[src/rtl/pc_sequencer.sv]
// Registered fetch program counter with conditional PC-relative branch,
// branch-with-link and conditional return through a circular return-address stack.
module pc_sequencer #(
  parameter int unsigned       ADDR_W       = 32,
  parameter int unsigned       OFFSET_W     = 24,
  parameter int unsigned       OFFSET_SHIFT = 2,
  parameter int unsigned       PC_INCR      = 4,
  parameter logic [ADDR_W-1:0] RESET_PC     = '0,
  parameter int unsigned       RAS_DEPTH    = 4
) (
  input  logic                clk,
  input  logic                reset_n,
  input  logic                stall,
  input  logic                inst_valid,
  input  logic                branch_inst,
  input  logic                link,
  input  logic                ret,
  input  logic                cond_execute,
  input  logic [OFFSET_W-1:0] offset,
  output logic [ADDR_W-1:0]   pc,
  output logic                taken,
  output logic [ADDR_W-1:0]   link_addr,
  output logic                ras_empty,
  output logic                ras_full,
  output logic                ras_underflow
);

  localparam int unsigned       PTR_W   = $clog2(RAS_DEPTH);
  localparam int unsigned       CNT_W   = $clog2(RAS_DEPTH + 1);
  localparam logic [CNT_W-1:0]  CNT_MAX = CNT_W'(RAS_DEPTH);

  logic [ADDR_W-1:0] ras [RAS_DEPTH];
  logic [PTR_W-1:0]  wr_ptr, wr_ptr_nxt, top_ptr;
  logic [CNT_W-1:0]  count, count_nxt;
  logic [ADDR_W-1:0] pc_nxt, link_addr_nxt, seq, target, offset_ext;
  logic              taken_nxt, underflow_nxt, push, advance;

  always_comb begin
    advance       = !stall && inst_valid;
    offset_ext    = ADDR_W'(signed'(offset)) << OFFSET_SHIFT;
    seq           = pc + ADDR_W'(PC_INCR);
    target        = seq + offset_ext;
    top_ptr       = wr_ptr - PTR_W'(1);
    pc_nxt        = pc;
    link_addr_nxt = link_addr;
    wr_ptr_nxt    = wr_ptr;
    count_nxt     = count;
    taken_nxt     = 1'b0;
    underflow_nxt = 1'b0;
    push          = 1'b0;
    if (advance) begin
      pc_nxt = seq;
      if (branch_inst && cond_execute) begin
        pc_nxt    = target;
        taken_nxt = 1'b1;
        if (link) begin
          // Full stack: pointer wraps onto the oldest entry, count saturates.
          push          = 1'b1;
          link_addr_nxt = seq;
          wr_ptr_nxt    = wr_ptr + PTR_W'(1);
          if (count != CNT_MAX) count_nxt = count + CNT_W'(1);
        end
      end else if (ret && cond_execute) begin
        if (count != '0) begin
          pc_nxt     = ras[top_ptr];
          wr_ptr_nxt = top_ptr;
          count_nxt  = count - CNT_W'(1);
          taken_nxt  = 1'b1;
        end else begin
          underflow_nxt = 1'b1;
        end
      end
    end
  end

  always_ff @(posedge clk) begin
    if (!reset_n) begin
      pc            <= RESET_PC;
      taken         <= 1'b0;
      link_addr     <= '0;
      ras_underflow <= 1'b0;
      wr_ptr        <= '0;
      count         <= '0;
    end else begin
      pc            <= pc_nxt;
      taken         <= taken_nxt;
      link_addr     <= link_addr_nxt;
      ras_underflow <= underflow_nxt;
      wr_ptr        <= wr_ptr_nxt;
      count         <= count_nxt;
    end
  end

  always_ff @(posedge clk) begin
    if (reset_n && push) ras[wr_ptr] <= seq;
  end

  assign ras_empty = (count == '0);
  assign ras_full  = (count == CNT_MAX);

endmodule

[config.mk]
export PLATFORM = sky130hd
export DESIGN_NAME = pc_sequencer
export DESIGN_NICKNAME = d
export VERILOG_FILES = /design/src/rtl/pc_sequencer.sv
export SDC_FILE = /design/constraint.sdc
export NUM_CORES = 1
export LEC_CHECK = 0
export ABC_AREA = 1
export CORE_MARGIN = 2
export CORE_UTILIZATION = 63
export CTS_BUF_LIST = sky130_fd_sc_hd__clkbuf_16
export DETAILED_ROUTE_END_ITERATION = 6
export PLACE_DENSITY = 0.88
export REMOVE_ABC_BUFFERS = 1
export SETUP_SLACK_MARGIN = 0.4
export SLEW_MARGIN = 10
export SYNTH_ARGS = -nofsm -noshare
export SYNTH_HDL_FRONTEND = slang
export SYNTH_SLANG_ARGS = --single-unit
export TNS_END_PERCENT = 50
[constraint.sdc]
create_clock -name clk -period 10.5 [get_ports clk]
set_clock_uncertainty 0.05 [all_clocks]
set_input_delay 3.15 -clock clk [delete_from_list [all_inputs] [get_ports clk]]
set_output_delay 3.15 -clock clk [all_outputs]
set_load 0.01 [all_outputs]
## Word level (Yosys, flattened, before mapping)

Memory sizes are Yosys's and may differ from the RTL's.
Index checks and enable logic that the tools add are counted.

| storage, ports and cells | value |
|---|---|
| flip-flop bits (word level) | 71 |
| output and inout port bits | 68 |
| word-level logic and storage cells | 55 |
| RAM bits | 128 |
| memories | 1 |

Memories:

| name | depth | bits a word | rd ports | clocked after Yosys merged registers in | wr ports | RTL line | RTL |
|---|---|---|---|---|---|---|---|
| ras | 4 | 32 | 1 | 0 | 1 | 32 | `logic [ADDR_W-1:0] ras [RAS_DEPTH];` |

| cells by class | value |
|---|---|
| reduce and logical (&&, ||, !) cells | 14 |
| bitwise gates (word level) | 3 |
| mux-type cells | 21 |
| equality and inequality tests | 4 |
| add/sub/neg operators | 6 |

Operators with widths:

| kind | count |
|---|---|
| two-way mux 32 bit | 3 |
| adder 32 x 3 -> 32 bit (second input constant) | 1 |
| adder 32 bit | 1 |
| two-way mux 3 bit | 5 |
| two-way mux 1 bit | 9 |
| two-way mux 2 bit | 4 |
| AND reduction 5 bit | 1 |
| logical AND 1 bit | 4 |
| AND reduction 4 bit | 1 |
| nonzero test 2 bit | 2 |
| OR reduction 4 bit | 1 |
| adder 3 x 1 -> 3 bit (second input constant) | 1 |
| equality test 3 bit (second input constant) | 1 |
| logical NOT 3 bit | 1 |
| inequality test 3 bit (second input constant) | 1 |
| NOT 1 bit | 3 |
| AND reduction 3 bit | 1 |
| nonzero test 3 bit | 1 |
| subtractor 3 x 1 -> 3 bit (second input constant) | 1 |
| adder 2 x 1 -> 2 bit (second input constant) | 1 |
| inequality test 2 x 1 -> 1 bit (second input constant) | 1 |
| inequality test 2 bit (second input constant) | 1 |
| AND reduction 2 bit | 1 |
| subtractor 2 x 1 -> 2 bit (second input constant) | 1 |
| logical NOT 1 bit | 1 |

## Depth between registers and ports, before layout

Gate-level depths: netlist (run 1).

| depth | value |
|---|---|
| word-level depth | 6 |
| mapped depth | 23 |
| depth with buffers taken out | 23 |

## Least setup slack after synthesis (run 1)

OpenSTA, ideal clock, no wires.

| path | value |
|---|---|
| path type | input to register |
| from | in inst_valid |
| to | mem ras[0][0], enable pin |
| setup time | 0.421 ns |
| cell stages on the path | 10 |
| arrival time | 5.459 ns |
| required time | 10.029 ns |
| setup slack | 4.570 ns |
| cells stage by stage | inv_1 -> nor2_4 -> inv_2 -> nor2_1 -> nand2_1 -> inv_1 -> buf_4 -> buf_2 -> nand2_1 -> nor2_1 |

| between the ends | value |
|---|---|
| longest elaborated chain between the ends | 5 |

RTL lines:

| what | RTL line | RTL |
|---|---|---|
| start, declared | 14 | `input logic inst_valid,` |
| logical AND 1 bit | 39 | `advance = !stall && inst_valid;` |
| two-way mux 1 bit | 51 | `if (advance) begin` |
| logical AND 1 bit | 95 | `if (reset_n && push) ras[wr_ptr] <= seq;` |
| two-way mux 1 bit | 95 |  |
| two-way mux 1 bit (implied by the code) | 95 |  |
| end, declared | 32 |  |

Every way passes these cells.

## Worst setup path in the final report (run 1)

| path | value |
|---|---|
| from | in inst_valid |
| to | mem ras[2][24], enable pin |

The elaborated chain is that of the path after synthesis.

==> results.json, run 1 <==
{
  "dr.pass1.iters": 6,
  "synthMuxAreaShare": 0,
  "synthTopCellsByArea": "edfxtp_1, dfxtp_1, nand2_1, o21ai_0, nor2_1",
  "grt_use_total": 0.369,
  "cts.sinks": 199,
  "fin_crit_sh": 0.673,
  "synthArstFlopShare": 0,
  "path_cells": "clkdlybuf4s50_1 > inv_1 > nor2_4 > buf_4 > inv_2 > nor2_1 > nand2_1 > clkinv_1 > buf_4 > nand2_1 > nor2_4",
  "final_util": 0.749,
  "cts_setup_buffers": 0,
  "cp.arrival_ns": 7.07,
  "synth_enable_flop_cells": 128,
  "start_util": 0.650,
  "yosys.area_share.simple": 0.221,
  "critPathMaxStageDelay_ns": 0.91,
  "grt_pass1_wl_um": 50700,
  "die_y_um": 135,
  "antenna_found_initial": 1,
  "worstSetupPathType": "input port to flip-flop",
  "cp_data_required_time_ns": 10.50,
  "drc_errors": 0,
  "hpwl_um": 23000,
  "cpLargestDelayFamily": "simple AND/OR/NAND/NOR gates",
  "rrSetupSlack_ns": 6.30,
  "leakage_uw": 0.00524,
  "ios": 100,
  "clk_pin_slew_ns": 0.07,
  "fin_tns_setup_ns": 0,
  "clock_path_buffers": 2,
  "finalHoldViolCount": 0,
  "grt_pass1_vias": 9501,
  "drtIter0Drc": 1330,
  "ys.warnings.count": 0,
  "cts-root-buf": "clkbuf_16",
  "slew_viol_final": 0,
  "syn_area_um2": 10800,
  "hold_buffers": 0,
  "worstReg2RegEnd": "pc[13]",
  "multiInputGateArea_um2": 4840,
  "synth_cells": 1330,
  "grt_remaining_overflow": 0,
  "setup_violations": 0,
  "htree_levels": 4,
  "routed_wl_um": 33300,
  "vias_per_cell": 6.17,
  "crit_path_end_kind": "flip-flop",
  "ant_nets": 0,
  "clkLatencyLatePin_ns": 0.44,
  "cts_resized": 0,
  "critPathCapture": "ras[2][24]",
  "synth_compound_area_frac": 0.153,
  "worstMarginPinSlew_ns": 1.08,
  "min_path_type": "flip-flop to flip-flop",
  "synthToLayoutAreaGrowth_pct": 15.3,
  "avgSynthCellArea_um2": 8.16,
  "fmax_ghz": 0.142,
  "grt_max_degree": 70,
  "r2r_cells": 10,
  "vias": 10114,
  "synth_seq_cells": 199,
  "final_area_um2": 12500,
  "dieArea_um2": 18300,
  "rsz0062_at_grt": "no",
  "crit_start": "inst_valid",
  "placement.io_buffers": 99,
  "p_total_uw": 1760,
  "ys_seq_area_frac": 0.485,
  "finalCriticalPeriod_ns": 7.07,
  "yosysTopAreaCellShare": 0.354,
  "synth_xor_area_frac": 0.0193,
  "outcome": "finished clean",
  "synth-main-ff-cell": "edfxtp_1",
  "nets": 1479,
  "cellPowerDensity_nw_per_um2": 140,
  "placed_area_um2": 12000,
  "cts_buffers": 17,
  "synth_adder_area_share": 0.0498,
  "coreArea_um2": 16700,
  "routedWlPerCell_um": 20.3,
  "synth.distinct_cells": 44,
  "regArea_um2": 5270,
  "fill_cells": 1214,
  "startpoint_type": "input port",
  "crit_buf_inv": 6,
  "hold_slack_ns": 0.451,
  "timing.rr.start": "wr_ptr[0]",
  "cp.depth": 11,
  "cpMaxStageDelayCell": "nor2_4",
  "yosys.area.top_type": "edfxtp_1",
  "synth_top_family_by_area": "simple AND/OR/NAND/NOR gates",
  "die_x_um": 135,
  "cts_tree": "yes",
  "cp_max_fo": 56,
  "drv_cap": 0,
  "drive_gt1_frac": 0.0494,
  "max_slew_margin": 0.276,
  "place_congestion": 0.965,
  "num_rows": 47,
  "antenna_cells": 0,
  "peakVddDrop_uv": 108
}
power breakdown:
group / internal, uW / switching (uW)
sequential: 845 / 19.7
combinational: 90.7 / 169
clock: 338 / 294
per-stage QoR:
stage,worst slack [ns],cells
global route,3.29,1638
CTS,3.56,1638
floorplan,3.42,1279
finish,3.43,1638
global placement,3.31,1606
detailed placement,3.08,1606
cells by family after synthesis:
| kind of cell | count (synthesis) |
|---|---|
| buffers and inverters | 192 |
| DFF | 199 |
| and+or+nand+nor | 566 |
| adders and majority gates | 42 |
| xor gates and xnor gates | 23 |
| AOI/OAI and AO/OA | 308 |
cell type report:
type                            count  area share
Timing Repair Buffer              107      0.0836
Tap cell                          220      0.0220
Clock buffer                       18      0.0360
Sequential cell                   199       0.421
Clock inverter                     14     0.00860
Multi-Input combinational cell    939       0.387
Inverter                          141      0.0423
placed cells by master (no fill, tap or decap), types with 8 or more instances in the layout:
cell type / count
a21oi_1: 95
a31oi_1: 18
buf_4: 8
clkbuf_16: 18
clkdlybuf4s50_1: 98
dfxtp_1: 70
edfxtp_1: 128
ha_1: 40
inv_1: 136
nand2_1: 274
nand3_1: 61
nand3b_1: 12
nand4_1: 9
nor2_1: 173
nor2_4: 11
o21ai_0: 144
o22ai_1: 22
xor2_1: 15
metal layers:
layer | vias to the layer above | share of wire | GRT usage
li1 | 4639 | - | -
met1 | 4641 | 0.37 | 0.472
met2 | 711 | 0.46 | 0.588
met3 | 121 | 0.13 | 0.107
met4 | 2 | 0.039 | 0.159
met5 | - | 0.00042 | 0
registers in the layout (all words and copies together) (netlist names):
register / count
link_addr: 32
ras: 128
taken: 1
count: 3
pc: 32
wr_ptr: 2
ras_underflow: 1
tightest hold or removal path: stages (launching register included):
cell     delay (ns)
dfxtp_1        0.31
nor2_1         0.09
nor2_1         0.05
cell usage after synthesis, types with 2 or more instances:
library cell / instances
inv_2: 4
o221ai_1: 7
inv_1: 136
buf_4: 3
nor2_2: 6
dfxtp_1: 71
nor2_1: 177
edfxtp_1: 128
a31oi_1: 18
a21oi_1: 95
o21ai_0: 144
nand3b_1: 12
nand2_1: 274
nand4_1: 9
and2_1: 2
clkbuf_1: 29
nand2_2: 7
nand3_1: 61
nor3_1: 4
o21ai_1: 4
a211oi_1: 2
buf_2: 15
xor2_1: 15
and3_1: 2
a21o_1: 2
o21bai_1: 6
nor2_4: 7
o211ai_1: 5
o22ai_1: 22
clkbuf_8: 2
fa_1: 2
a22oi_1: 2
xnor2_1: 7
ha_1: 40
how the worst min path moves through the flow:
stage | startpoint | to | slack (ns) | cells after the start
floorplan | count[2] | count[2] | 0.43 | 2
global placement | link_addr[3] | link_addr[3] | 0.42 | 2
detailed placement | link_addr[4] | link_addr[4] | 0.44 | 2
CTS | link_addr[4] | link_addr[4] | 0.45 | 2
global route | link_addr[1] | link_addr[1] | 0.47 | 2
finish | link_addr[4] | link_addr[4] | 0.45 | 2
No activity file was read; power rests on OpenSTA's default activity.
==> run 2, diff against run 1 <==
--- a/config.mk
+++ b/config.mk
@@ -7,10 +7,10 @@
 export LEC_CHECK = 0
 export ABC_AREA = 1
 export CORE_MARGIN = 2
-export CORE_UTILIZATION = 63
+export CORE_UTILIZATION = 53
 export CTS_BUF_LIST = sky130_fd_sc_hd__clkbuf_16
 export DETAILED_ROUTE_END_ITERATION = 6
-export PLACE_DENSITY = 0.88
+export PLACE_DENSITY = 0.79
 export REMOVE_ABC_BUFFERS = 1
 export SETUP_SLACK_MARGIN = 0.4
 export SLEW_MARGIN = 10
==> constraint.sdc (replaced) <==
create_clock -name clk -period 5.8 [get_ports clk]
set_clock_uncertainty 0.05 [all_clocks]
set_input_delay 1.74 -clock clk [delete_from_list [all_inputs] [get_ports clk]]
set_output_delay 1.74 -clock clk [all_outputs]
set_load 0.01 [all_outputs]
==> results.json, run 2 (synthesized netlist as in run 1, its figures left out) <==
{
  "pwr-share-comb": 0.145,
  "min_path_type": "flip-flop to flip-flop",
  "cp.arrival_ns": 4.32,
  "finalHoldViolCount": 0,
  "max_slew_margin": 0.428,
  "antenna_cells": 0,
  "final_util": 0.628,
  "nets": 1487,
  "worstMarginPinSlew_ns": 0.856,
  "p_int_uw": 2290,
  "largest_register": "ras",
  "grt_pass1_vias": 9089,
  "routed_wl_um": 32500,
  "switchingPower_uw": 917,
  "outcome": "finished clean",
  "cts-root-buf": "clkbuf_16",
  "dr.pass1.iters": 5,
  "grt_pass1_wl_um": 49900,
  "drc_errors": 0,
  "critPathMaxStageDelay_ns": 0.61,
  "rsz0062_at_grt": "no",
  "startpoint_type": "input port",
  "grt_use_total": 0.301,
  "hold_buffers": 0,
  "final_area_um2": 12700,
  "peakVddDrop_uv": 212,
  "fmax_ghz": 0.236,
  "drv_cap": 0,
  "die_y_um": 147,
  "placement.io_buffers": 99,
  "largest_reg_flops": 128,
  "drive_gt1_frac": 0.0575,
  "hpwl_um": 22600,
  "share_seq_of_total_power": 0.488,
  "die_x_um": 147,
  "cts_setup_buffers": 0,
  "place_congestion": 0.975,
  "final_common_cell": "nand2_1",
  "layout_common_cells": "nand2_1, nor2_1, o21ai_0",
  "leakage_uw": 0.00530,
  "cts.sinks": 199,
  "p_sw_frac": 0.286,
  "cpLargestDelayFamily": "simple AND/OR/NAND/NOR gates",
  "dieArea_um2": 21600,
  "setup_violations": 0,
  "cp_max_fo": 19,
  "synthToLayoutAreaGrowth_pct": 16.7,
  "start_util": 0.538,
  "ios": 100,
  "cts_tree": "yes",
  "largest_registers": "ras x128, link_addr x32, pc x32",
  "antenna_found_initial": 0,
  "fin_tns_setup_ns": 0,
  "cellPowerDensity_nw_per_um2": 253,
  "fin_crit_sh": 0.732,
  "clk_pin_slew_ns": 0.07,
  "clock_path_buffers": 2,
  "cts_resized": 0,
  "vias_per_cell": 5.82,
  "fill_cells": 1732,
  "routedWlPerCell_um": 19.2,
  "path_cells": "clkdlybuf4s50_1 > inv_1 > nor2_4 > inv_2 > nor2_1 > nand2_1 > inv_2 > nand2_1 > nor2_4 > buf_4",
  "hold_slack_ns": 0.439,
  "ant_nets": 0,
  "cpMaxStageDelayCell": "nor2_4",
  "num_rows": 52,
  "placed_area_um2": 12100,
  "grt_max_degree": 70,
  "drtIter0Drc": 1173,
  "clkLatencyLatePin_ns": 0.45,
  "crit_path_end_kind": "flip-flop",
  "vias": 9876,
  "grt_remaining_overflow": 0,
  "htree_levels": 4,
  "crit_buf_inv": 5,
  "coreArea_um2": 20200,
  "clkPwrFrac": 0.367,
  "slew_viol_final": 0,
  "worstSetupPathType": "input port to flip-flop",
  "cp_data_required_time_ns": 5.88,
  "cts_buffers": 17,
  "finalCriticalPeriod_ns": 4.24
}
[run 2: final timing paths]
kind,from,endpoint,slack (ns),cells after the start
worst max-delay path,inst_valid,ras[2][8],1.56,10
worst min-delay path,link_addr[3],link_addr[3],0.44,2
worst max register to register,pc[2],pc[28],1.90,16
worst min register to register,link_addr[3],link_addr[3],0.44,2
[run 2: per-layer routing]
layer	track usage	up-vias	part of all wire
met5	0	-	0
met4	0.106	0	0.025
met1	0.420	4611	0.42
li1	-	4650	-
met3	0.0516	65	0.099
met2	0.479	550	0.46
[run 2: layout make-up]
cell class	instances	area (um^2)	share of cell area
clock buffers	18	450	0.0356
clock inverters	14	135	0.0107
inverters	141	529	0.0418
multi-input cells	939	4840	0.382
flip-flops and latches	199	5270	0.416
well taps	270	338	0.0267
repair buffers	115	1110	0.0873
[run 2: power groups by stage]
stage | Sequential, uW | Clock [uW] | Combinational (uW)
floorplan | 1590 | 0 | 261
global placement | 1590 | 0 | 444
detailed placement | 1590 | 0 | 451
CTS | 1560 | 1180 | 455
global route | 1570 | 1230 | 508
finish | 1560 | 1180 | 464
[run 2: per-stage QoR]
stage	total power, uW	instances	worst slack [ns]
detailed placement	2050	1664	1.15
CTS	3200	1696	1.57
finish	3200	1696	1.56
global placement	2040	1664	1.26
global route	3300	1696	1.38
floorplan	1850	1279	0.130
[run 2: worst register-to-register path: stages, from the launching register on]
cell     delay, ns
dfxtp_1       0.50
ha_1          0.26
nand2_1       0.07
inv_1         0.17
nand2_1       0.15
nor2_2        0.24
xor2_1        0.71
ha_1          0.43
nand2_1       0.14
inv_1         0.05
a21oi_1       0.22
o21ai_0       0.18
a21oi_1       0.23
nand2_1       0.08
nand2_1       0.06
nand3_1       0.13
a21oi_1       0.16
